===== src/rtl/se_req_arbiter_if.sv =====
// Search-engine side bus of the request arbiter: lookup key out, ack/nak/result back.
// master = arbiter, slave = MAC search engine.
interface se_req_arbiter_if;
  logic [47:0] se_mac;
  logic [9:0]  se_hash;
  logic        se_source;
  logic [15:0] source_portmap;
  logic        se_req;
  logic        se_ack;
  logic        se_nak;
  logic [15:0] se_result;

  modport master (
    output se_mac,
    output se_hash,
    output se_source,
    output source_portmap,
    output se_req,
    input  se_ack,
    input  se_nak,
    input  se_result
  );

  modport slave (
    input  se_mac,
    input  se_hash,
    input  se_source,
    input  source_portmap,
    input  se_req,
    output se_ack,
    output se_nak,
    output se_result
  );
endinterface


===== src/rtl/se_req_arbiter.sv =====
// Shares one MAC search engine between 4 frame processors: per-requester 2-deep
// request queues, round-robin grant, one outstanding search with a timeout guard.
module se_req_arbiter #(
  parameter int TIMEOUT = 64,
  parameter int QDEPTH  = 2
) (
  input  logic         clk,
  input  logic         rst,
  input  logic [3:0]   req_i,
  input  logic [191:0] req_mac_i,
  input  logic [39:0]  req_hash_i,
  input  logic [3:0]   req_source_i,
  input  logic [63:0]  req_portmap_i,
  output logic [3:0]   req_ack_o,
  output logic [3:0]   req_nak_o,
  output logic [63:0]  req_result_o,
  output logic [3:0]   req_ovf_o,
  output logic         timeout_o,
  se_req_arbiter_if.master se
);

  localparam int CW = $clog2(TIMEOUT) + 1;

  typedef struct packed {
    logic        source;
    logic [15:0] portmap;
    logic [9:0]  hash;
    logic [47:0] mac;
  } entry_t;

  typedef enum logic [1:0] {
    IDLE  = 2'd0,
    ISSUE = 2'd1,
    WAIT  = 2'd2
  } state_t;

  state_t        state;
  state_t        state_nxt;

  entry_t        q_mem [4][2];
  logic [3:0]    wr_ptr;
  logic [3:0]    rd_ptr;
  logic [1:0]    q_count [4];
  logic [3:0]    q_nonempty;
  logic [3:0]    push_ok;
  logic [3:0]    pop;

  logic [1:0]    last_grant;
  logic [1:0]    cur_g;
  logic [1:0]    grant_idx;
  logic [1:0]    cand;
  logic          grant_vld;
  entry_t        head;
  entry_t        se_q;

  logic          do_load;
  logic          do_ack;
  logic          do_nak;
  logic          do_tmo;
  logic [CW-1:0] tmo_cnt;

  always_comb begin
    for (int n = 0; n < 4; n++) begin
      q_nonempty[n] = (q_count[n] != 2'd0);
    end
  end

  always_comb begin
    for (int n = 0; n < 4; n++) begin
      pop[n] = (do_ack || do_nak) && (cur_g == 2'(n));
    end
  end

  // A full queue still accepts a push when its head retires on the same edge.
  always_comb begin
    for (int n = 0; n < 4; n++) begin
      push_ok[n] = req_i[n] && ((q_count[n] != 2'(QDEPTH)) || pop[n]);
    end
  end

  // Round-robin scan starting just after the last requester that was served.
  always_comb begin
    grant_vld = 1'b0;
    grant_idx = last_grant;
    cand      = last_grant;
    for (int i = 1; i <= 4; i++) begin
      cand = last_grant + 2'(i);
      if (!grant_vld && q_nonempty[cand]) begin
        grant_vld = 1'b1;
        grant_idx = cand;
      end
    end
  end

  assign head = q_mem[grant_idx][rd_ptr[grant_idx]];

  always_ff @(posedge clk or posedge rst) begin
    if (rst) begin
      wr_ptr    <= '0;
      rd_ptr    <= '0;
      req_ovf_o <= '0;
      for (int n = 0; n < 4; n++) begin
        q_count[n] <= 2'd0;
      end
    end else begin
      for (int n = 0; n < 4; n++) begin
        if (push_ok[n]) begin
          wr_ptr[n] <= ~wr_ptr[n];
        end
        if (pop[n]) begin
          rd_ptr[n] <= ~rd_ptr[n];
        end
        if (req_i[n] && !push_ok[n]) begin
          req_ovf_o[n] <= 1'b1;
        end
        case ({push_ok[n], pop[n]})
          2'b10:   q_count[n] <= q_count[n] + 2'd1;
          2'b01:   q_count[n] <= q_count[n] - 2'd1;
          default: q_count[n] <= q_count[n];
        endcase
      end
    end
  end

  // Queue storage needs no reset; occupancy is tracked by the pointers and counts.
  always_ff @(posedge clk) begin
    for (int n = 0; n < 4; n++) begin
      if (push_ok[n]) begin
        q_mem[n][wr_ptr[n]] <= {req_source_i[n], req_portmap_i[16*n +: 16],
                                req_hash_i[10*n +: 10], req_mac_i[48*n +: 48]};
      end
    end
  end

  always_ff @(posedge clk or posedge rst) begin
    if (rst) begin
      state <= IDLE;
    end else begin
      state <= state_nxt;
    end
  end

  always_comb begin
    state_nxt = state;
    do_load   = 1'b0;
    do_ack    = 1'b0;
    do_nak    = 1'b0;
    do_tmo    = 1'b0;
    case (state)
      IDLE: begin
        if (grant_vld) begin
          do_load   = 1'b1;
          state_nxt = ISSUE;
        end
      end
      ISSUE: begin
        state_nxt = WAIT;
      end
      WAIT: begin
        if (se.se_ack) begin
          do_ack    = 1'b1;
          state_nxt = IDLE;
        end else if (se.se_nak) begin
          do_nak    = 1'b1;
          state_nxt = IDLE;
        end else if (tmo_cnt == CW'(TIMEOUT - 1)) begin
          do_nak    = 1'b1;
          do_tmo    = 1'b1;
          state_nxt = IDLE;
        end
      end
      default: begin
        state_nxt = IDLE;
      end
    endcase
  end

  always_ff @(posedge clk or posedge rst) begin
    if (rst) begin
      se_q         <= '0;
      cur_g        <= 2'd0;
      last_grant   <= 2'd3;
      tmo_cnt      <= '0;
      req_ack_o    <= '0;
      req_nak_o    <= '0;
      req_result_o <= '0;
      timeout_o    <= 1'b0;
    end else begin
      req_ack_o <= '0;
      req_nak_o <= '0;
      timeout_o <= do_tmo;
      if (do_load) begin
        se_q  <= head;
        cur_g <= grant_idx;
      end
      if (state == ISSUE) begin
        tmo_cnt <= '0;
      end else if (state == WAIT) begin
        tmo_cnt <= tmo_cnt + 1'b1;
      end
      if (do_ack) begin
        req_ack_o[cur_g]                     <= 1'b1;
        req_result_o[{cur_g, 4'b0000} +: 16] <= se.se_result;
      end
      if (do_nak) begin
        req_nak_o[cur_g] <= 1'b1;
      end
      if (do_ack || do_nak) begin
        last_grant <= cur_g;
      end
    end
  end

  assign se.se_mac         = se_q.mac;
  assign se.se_hash        = se_q.hash;
  assign se.se_source      = se_q.source;
  assign se.source_portmap = se_q.portmap;
  assign se.se_req         = (state == ISSUE);

endmodule


===== src/flat_wrapper.sv =====
// flat-port wrapper written by rule: the top's interface ports become plain ports
module se_req_arbiter_flat 
#(
  parameter int TIMEOUT = 64,
  parameter int QDEPTH  = 2
)
  (clk, rst, req_i, req_mac_i, req_hash_i, req_source_i, req_portmap_i, req_ack_o, req_nak_o, req_result_o, req_ovf_o, timeout_o, se_se_mac, se_se_hash, se_se_source, se_source_portmap, se_se_req, se_se_ack, se_se_nak, se_se_result);
  se_req_arbiter_if se_i ();
  input  logic clk;
  input  logic rst;
  input  logic [3:0] req_i;
  input  logic [191:0] req_mac_i;
  input  logic [39:0] req_hash_i;
  input  logic [3:0] req_source_i;
  input  logic [63:0] req_portmap_i;
  output logic [3:0] req_ack_o;
  output logic [3:0] req_nak_o;
  output logic [63:0] req_result_o;
  output logic [3:0] req_ovf_o;
  output logic timeout_o;
  output wire logic [$bits(se_i.se_mac)-1:0] se_se_mac;
  output wire logic [$bits(se_i.se_hash)-1:0] se_se_hash;
  output wire logic [$bits(se_i.se_source)-1:0] se_se_source;
  output wire logic [$bits(se_i.source_portmap)-1:0] se_source_portmap;
  output wire logic [$bits(se_i.se_req)-1:0] se_se_req;
  input wire logic [$bits(se_i.se_ack)-1:0] se_se_ack;
  input wire logic [$bits(se_i.se_nak)-1:0] se_se_nak;
  input wire logic [$bits(se_i.se_result)-1:0] se_se_result;
  assign se_se_mac = se_i.se_mac;
  assign se_se_hash = se_i.se_hash;
  assign se_se_source = se_i.se_source;
  assign se_source_portmap = se_i.source_portmap;
  assign se_se_req = se_i.se_req;
  assign se_i.se_ack = se_se_ack;
  assign se_i.se_nak = se_se_nak;
  assign se_i.se_result = se_se_result;
  se_req_arbiter #(.TIMEOUT(TIMEOUT), .QDEPTH(QDEPTH)) u_core (.clk(clk), .rst(rst), .req_i(req_i), .req_mac_i(req_mac_i), .req_hash_i(req_hash_i), .req_source_i(req_source_i), .req_portmap_i(req_portmap_i), .req_ack_o(req_ack_o), .req_nak_o(req_nak_o), .req_result_o(req_result_o), .req_ovf_o(req_ovf_o), .timeout_o(timeout_o), .se(se_i));
endmodule

===== config.mk =====
export PLATFORM = sky130hd
export DESIGN_NAME = se_req_arbiter_flat
export DESIGN_NICKNAME = d
export VERILOG_FILES = /design/src/rtl/se_req_arbiter_if.sv /design/src/rtl/se_req_arbiter.sv /design/src/flat_wrapper.sv
export SDC_FILE = /design/constraint.sdc
export NUM_CORES = 1
export LEC_CHECK = 0
export CAP_MARGIN = 20
export CORE_MARGIN = 3
export CORE_UTILIZATION = 58
export CTS_CLUSTER_DIAMETER = 100
export DETAILED_ROUTE_END_ITERATION = 7
export GPL_TIMING_DRIVEN = 0
export PLACE_DENSITY = 0.85
export SKIP_CTS_REPAIR_TIMING = 1
export SYNTH_ARGS = -nofsm -noshare
export SYNTH_HDL_FRONTEND = slang
export SYNTH_SLANG_ARGS = --single-unit

===== constraint.sdc =====
create_clock -name clk -period 14.4 [get_ports clk]
set_clock_uncertainty 0.2 [all_clocks]
set_input_delay 2.16 -clock clk [delete_from_list [all_inputs] [get_ports clk]]
set_output_delay 2.16 -clock clk [all_outputs]
set_load 0.01 [all_outputs]

* Word-level counts from Yosys, hierarchy flattened
Memories as Yosys holds them, arrays and structs flattened. Index checks and enable logic that the tools add are counted. W data, S select, Z words.
Word-level totals: logic and storage cells 201, bits of input ports 324, memories 1, bits in registers 181, RAM bits 600
Operators by class: reductions and logical operators 44, equal/unequal tests 20, mux-type cells 64, bitwise gates (word level) 13, $add $sub $neg 13, shift operators 2, $lt $le $gt $ge 16
Memory list:
- u_core.q_mem | words 4, bits a word 150, read ports 1, clocked after memory_dff 0, write ports 4, line se_req_arbiter.sv:40 | entry_t q_mem [4][2];
Operators by type and width (number):
- $mux W150 | 4
- $mux W75 | 7
- $demux W75 S1 | 4
- $bwmux W64 | 1
- $shift A16 B8 Y64 const A | 1
- $shiftx A16 B8 Y64 | 1
- $mux W1 | 25
- $logic_and A1 B1 Y1 | 20
- $lt A2 B3 Y1 const B | 6
- $reduce_bool A2 Y1 | 9
- $mux W2 | 8
- $pmux W2 S2 | 4
- $eq A2 B2 Y1 const B | 7
- $mux W7 | 2
- $eq A2 B1 Y1 const B | 6
- $add A2 B1 Y2 const B | 5
- $bmux W1 S2 | 5
- $ge A2 B2 Y1 const B | 5
- $not A1 Y2 | 5
- $lt A2 B1 Y1 const B | 4
- $mux W4 | 2
- $ne A2 B2 Y1 const B | 4
- $neg A6 Y8 | 1
- $not A1 Y1 | 8
- 13 further kinds | 28

* Longest topological paths before layout
Gate-level depths: netlist (run 1).
word-level depth 19, mapped depth 11, gate-level depth less buffers 10

* Worst setup path after synthesis (run 1)
No wires, ideal clock.
kind input-to-reg, from input port se_se_ack, to memory u_core.q_mem[0][0] (netlist bit), enable pin, required time 13.691 ns, setup time 0.509 ns, data arrival time 6.280 ns, setup slack 7.411 ns, cell stages on the path 6, path through clkbuf_1 > o31a_1 > and2_1 > clkbuf_1 > o21ai_0 > nor2_1
RTL lines:
- start: declaration | line flat_wrapper.sv:26 | input wire logic [$bits(se_i.se_ack)-1:0] se_se_ack;
- end: declaration | line se_req_arbiter.sv:40

==> out/summary.txt, run 1 <==
Outcome: completed
Crit. End Element: flop
Port buffer count: 475
DR DRC count: 0
Nets: 2671
Remaining antenna violation count: 0
Cell accounting for the most synthesized area: edfxtp_1
Initial antenna violation count: 22
Vias in the first global route: 21500
Mean Syn Cell Area: 17.5 sq um
Ys Warns: 0
Finished Cell Area: 39600 sq um
Switching pwr: 0.00400 W
Cells after Synth: 1750
Total core area: 51800 sq um
Die Y: 236 microns
Most common cell after layout, fill and taps aside: edfxtp_1
TritonCTS buffer count: 77
Clk sink count: 781
Post-synth ARST share: 23.2%
Largest net degree at the start of global routing: 116
Worst Path Class, Setup: in2reg
TritonCTS clock tree: done
Clk pwr share: 19.9%
Fillers: 2843
Clk buf depth: 3
DRT iter0 DRCs: 2828
Setup TNS Final: 0 ns
H-tree depth: 3
Cell Pwr Density: 262 nW/um^2
Reg power frac: 33.2%
Post-synth EDFFs: 600
Post-Syn Nets: 2089
GRT Total Usage: 34.1%
Minimum clock period: 5.22 ns
Crit-path max FO: 23
Period Utilization, post-route: 36.3%
Worst Path Arrival: 5.33 ns
Combinational cell fraction of total power: 46.9%
MaxCap Viol Count: 0
Placed Area: 36900 sq um
Max_slew headroom: 32.1%
Total Wirelength: 95900 microns
CTS clock-pin slew for the worst setup and hold paths: 0.06 ns
Sw frac: 38.6%
Die area: 55600 sq um
Final hold viol count: 0
Max rail drop VDD: 0.159 mV
Worst-margin pin slew: 1.02 ns
Top cells by area, synth: edfxtp_1 (59%), dfrtp_1 (15%), mux4_2 (5.5%)
Via count: 21000
Clk root buf: clkbuf_16
Row count: 83
Area Overhead vs Synth: 29.1%
Worst path required time: 14.51 ns
Drt first pass iters: 5
Wirelength per Cell: 31.0 microns
Die width: 236 microns
Max Clock Freq: 0.192 GHz
Synth unique cells: 57
Max-slew violation count: 0
Global-route wire length before repair: 140000 microns
Via-to-Cell Ratio: 6.77
Syn Std Cell Area: 30600 sq um
Initial Utilization: 59.1%
Main flop type after synthesis: edfxtp_1
Lkg Pwr: 14.6 nW
Post-synth top area share: 58.8%
Io pins: 477
Placer Congestion: 0.882
Final setup vio count: 0
Setup repair after global routing missed its margin: no
DP HPWL: 64000 microns
Yosys reg bits: 781
Layout cells sized above 1: 12.6%
Startpoint types: primary input
Hold Crit Class: reg2reg
Commonest non-fill, non-tap cells in the layout: edfxtp_1 (600), clkdlybuf4s50_1 (475), dfrtp_1 (179)
Clock Latency Late Sink: 0.63 ns
Global route overflow: 0
Seq/Total Area, Yosys: 73.6%
P_int: 0.00636 W
cell families (layout without fill, tap and decap cells):
kind of cell,Yosys count,in the layout,synth area share [%]
flops,781,781,73.6
compound gates,476,476,12.3
buf+inv,156,802,2.66
mux,154,154,8.10
simple gates,146,146,2.13
xor+xnor,22,22,0.629
fa+ha+maj,15,15,0.613
other cells,0,19,0
path summary, 6_finish.rpt:
check	cells past startpoint	slack, ns	startpoint	endpoint
hold / removal	1	0.27	u_core.rd_ptr[2]	u_core.rd_ptr[2]
max in group asynchronous	3	11.11	rst	u_core.se.se_mac[21]
min in group asynchronous	2	1.96	rst	u_core.req_result_o[30]
hold reg to reg	1	0.27	u_core.rd_ptr[2]	u_core.rd_ptr[2]
setup reg to reg	10	9.94	u_core.tmo_cnt[0]	u_core.q_mem[3][3]
setup / recovery	8	9.18	se_se_nak	u_core.q_mem[3][3]
critical path, cell delays in order:
cell	delay, ns
clkdlybuf4s50_1	0.54
o31a_1	0.29
and2_0	0.36
o21ai_0	0.41
nor2_4	0.79
buf_12	0.28
buf_12	0.24
buf_12	0.23
state kept, by name (all words and copies together), names as in the netlist:
register and cells:
u_core.se.se_mac 48, u_core.q_mem 600, u_core.req_nak_o 4, u_core.se.se_source 1
u_core.rd_ptr 4, u_core.state 2, u_core.req_result_o 64, u_core.se.source_portmap 16
u_core.tmo_cnt 7, u_core.req_ovf_o 4, u_core.timeout_o 1, u_core.cur_g 2
u_core.last_grant 2, u_core.req_ack_o 4, u_core.se.se_hash 10, u_core.q_count 8
u_core.wr_ptr 4
area by class of cell:
cell class                      count  area (sq um)  share of cell area [%]
Timing Repair Buffer              503          5330                    13.5
Multi-Input combinational cell    813          7340                    18.6
Clock buffer                      100          2150                    5.43
Sequential cell                   781         22500                    57.0
Buffer                            140           756                    1.91
Clock inverter                     43           457                    1.15
Inverter                           16          67.6                   0.171
Tap cell                          680           851                    2.15
Antenna cell                       19          47.5                   0.120
synth_stat cells, drive strengths merged, types with 3 or more instances:
library cell    n
o211ai          5
mux2i          77
o21ai          12
a21oi          81
edfxtp        600
xnor2          15
nor3            3
xor2            7
nand2b          6
mux4           75
a31oi          75
o211a          76
a21o            4
ha             15
and3            3
a211oi         74
and2            9
a22o           64
a221o          75
nand3           5
nor2           99
nor4b           3
buf            56
inv            16
dfrtp         179
clkbuf         84
nand2           8
power by group through the flow:
stage                     clock (W)  sequential (W)  combinational [W]
after floorplan                   0         0.00350            0.00281
after global placement            0         0.00354            0.00445
after detailed placement          0         0.00346            0.00474
after CTS                   0.00208         0.00342            0.00480
after global routing        0.00217         0.00347            0.00508
final                       0.00206         0.00343            0.00486
metal layers:
metal	track usage [%]	vias up	part of all wire, %
met5	0	-	0.083
met2	55.6	1819	49
li1	-	8310	-
met4	15.4	12	4.3
met3	7.93	312	11
met1	44.1	10500	35
stage by stage:
stage	util [%]	std cells	hold WS (ns)	setup WS [ns]	power [W]
final	76.3	3095	0.272	9.18	0.0104
after global routing	76.3	3090	0.290	9.08	0.0107
after CTS	76.2	3076	0.268	9.26	0.0103
after detailed placement	71.2	2933	0.259	8.62	0.00819
after global placement	69.9	2905	0.257	3.31	0.00799
after floorplan	-	1750	0.242	7.13	0.00631
No activity file was read; power rests on OpenSTA's default activity.
==> run 2, diff against run 1 <==
CORE_UTILIZATION = 49   (was 58)
PLACE_DENSITY = 0.77   (was 0.85)
clock period = 4.6 ns   (was 14.4 ns; I/O delays follow)
==> out/summary.txt, run 2 (synthesis gave the netlist of run 1 again) <==
Placer Congestion: 0.844
Grt peak-use layer: met2
Drt first pass iters: 6
Startpoint types: flop
Io pins: 477
Layout cells sized above 1: 12.5%
M3 GR Usage: 6.89%
H-tree depth: 3
Worst Path Class, Setup: reg2reg
Row count: 91
Worst-margin pin slew: 1.04 ns
Max_slew headroom: 29.8%
Outcome: completed
Most common cell after layout, fill and taps aside: edfxtp_1
Minimum clock period: 4.16 ns
Global route overflow: 0
Final setup vio count: 0
Fin Hold WS: 0.193 ns
Met2 GRT Util: 46.6%
DR DRC count: 0
Placed Area: 37100 sq um
Sw frac: 38.6%
Port buffer count: 475
Die area: 65600 sq um
Cell mode on critical path: buf_12
Max rail drop VDD: 0.413 mV
Finished Cell Area: 39700 sq um
Total core area: 61800 sq um
Worst path required time: 4.71 ns
MaxCap Viol Count: 0
Lkg Pwr: 14.5 nW
DP HPWL: 63900 microns
Global-route wire length before repair: 136000 microns
CP max-delay cell: nor2_4
Via-to-Cell Ratio: 6.23
Max FFs per register: 600
Max Clock Freq: 0.241 GHz
Die Y: 256 microns
Initial Utilization: 49.6%
Worst Path Buf+Inv: 2
DP Cell Count: 3095
Non-Filler Instances: 3252
Nets: 2678
Hold Crit Class: in2async
DRT iter0 DRCs: 2555
Clk buf depth: 3
Peak per-stage delay on the critical path: 0.69 ns
Combinational cell fraction of total power: 47.0%
Crit-path max FO: 24
Clock Latency Late Sink: 0.62 ns
Period Utilization, post-route: 90.4%
CTS clock-pin slew for the worst setup and hold paths: 0.06 ns
Die width: 256 microns
Commonest non-fill, non-tap cells in the layout: edfxtp_1 (600), clkdlybuf4s50_1 (475), dfrtp_1 (179)
Setup repair after global routing missed its margin: no
GRT Total Usage: 28.1%
Switching pwr: 0.0124 W
Wirelength per Cell: 29.1 microns
Reg power frac: 33.4%
Clk pwr share: 19.5%
Clk sink count: 781
Cell Chain, Critical Path: ha_1 -> nand3_1 -> nor3_1 -> o31a_1 -> and2_0 -> o21ai_0 -> nor2_4 -> buf_12 -> buf_12
Largest net degree at the start of global routing: 40
Vias in the first global route: 20800
Crit-path leading delay family: simple AND/OR/NAND/NOR gates
TritonCTS buffer count: 79
Crit. End Element: flop
Total Wirelength: 94500 microns
Max-slew violation count: 0
Area Overhead vs Synth: 29.5%
P_int: 0.0197 W
Initial antenna violation count: 18
Remaining antenna violation count: 0
Worst Path Arrival: 4.27 ns
Clk root buf: clkbuf_16
Cell Pwr Density: 809 nW/um^2
Met1 Resource Use GR: 36.6%
Via count: 20300
Final hold viol count: 0
TritonCTS clock tree: done
run 2: cell types whose count changed in the layout (fill, tap and decap cells not counted), sizes merged:
| cell | before | now |
|---|---|---|
| clkbuf | 184 | 197 |
| clkdlybuf4s18 | 0 | 1 |
| clkdlybuf4s15 | 0 | 1 |
| bufinv | 8 | 4 |
| diode | 19 | 14 |
| buf | 84 | 87 |
| clkinv | 25 | 20 |
| clkinvlp | 6 | 4 |
| inv | 20 | 18 |
run 2: cell type report:
cell class	count	area, sq um
Antenna cell	14	35.0
Inverter	16	63.8
Fill cell	4225	22100
Timing Repair Buffer	508	5370
Clock inverter	30	278
Tap cell	837	1050
Clock buffer	113	2250
Multi-Input combinational cell	813	7330
Sequential cell	781	22500
Buffer	140	756
run 2: layer usage:
layer / vias up / share of wire (%)
met2: 1491 / 49
met4: 12 / 2.9
met5: - / 0.11
met1: 10200 / 37
met3: 230 / 10
li1: 8299 / -
run 2: power by group through the flow:
stage	combinational (W)	sequential, W	clock [W]
3_3_place_gp	0.0142	0.0110	0
6_report	0.0151	0.0107	0.00628
5_1_grt	0.0158	0.0109	0.00662
2_1_floorplan	0.00880	0.0109	0
4_1_cts	0.0150	0.0107	0.00633
3_5_place_dp	0.0149	0.0108	0
run 2: worst reg2reg max path, stage by stage (launching register included):
cell     delay (ns)
dfrtp_1        0.40
ha_1           0.20
nand3_1        0.16
nor3_1         0.52
o31a_1         0.30
and2_0         0.35
o21ai_0        0.45
nor2_4         0.69
buf_12         0.31
buf_12         0.26
run 2: per-stage QoR:
stage,setup slack [ns],util (%),power [W],TNS [ns]
floorplan,-1.04,-,0.0197,-313.46
global placement,-5.17,59.0,0.0252,-2186.98
detailed placement,0.548,60.0,0.0257,0
CTS,0.513,64.1,0.0320,0
global route,0.255,64.2,0.0333,0
finish,0.443,64.2,0.0321,0
run 2: worst paths after layout:
path / start / end / slack [ns] / cells past startpoint
worst max register to register: u_core.tmo_cnt[0] / u_core.q_mem[2][10] / 0.44 / 9
worst min register to register: u_core.req_ovf_o[3] / u_core.req_ovf_o[3] / 0.27 / 1
min in group clk: u_core.req_ovf_o[3] / u_core.req_ovf_o[3] / 0.27 / 1
max in group asynchronous: rst / u_core.se.se_mac[44] / 2.92 / 5
worst max-delay path: u_core.tmo_cnt[0] / u_core.q_mem[2][10] / 0.44 / 9
worst min-delay path: rst / u_core.req_result_o[52] / 0.19 / 2
==> run 3, diff against run 2 <==
SLEW_MARGIN = 0   (was default)
==> results of run 3 <==
Same layout as run 2: the final DEF is identical, and so are final timing and power.
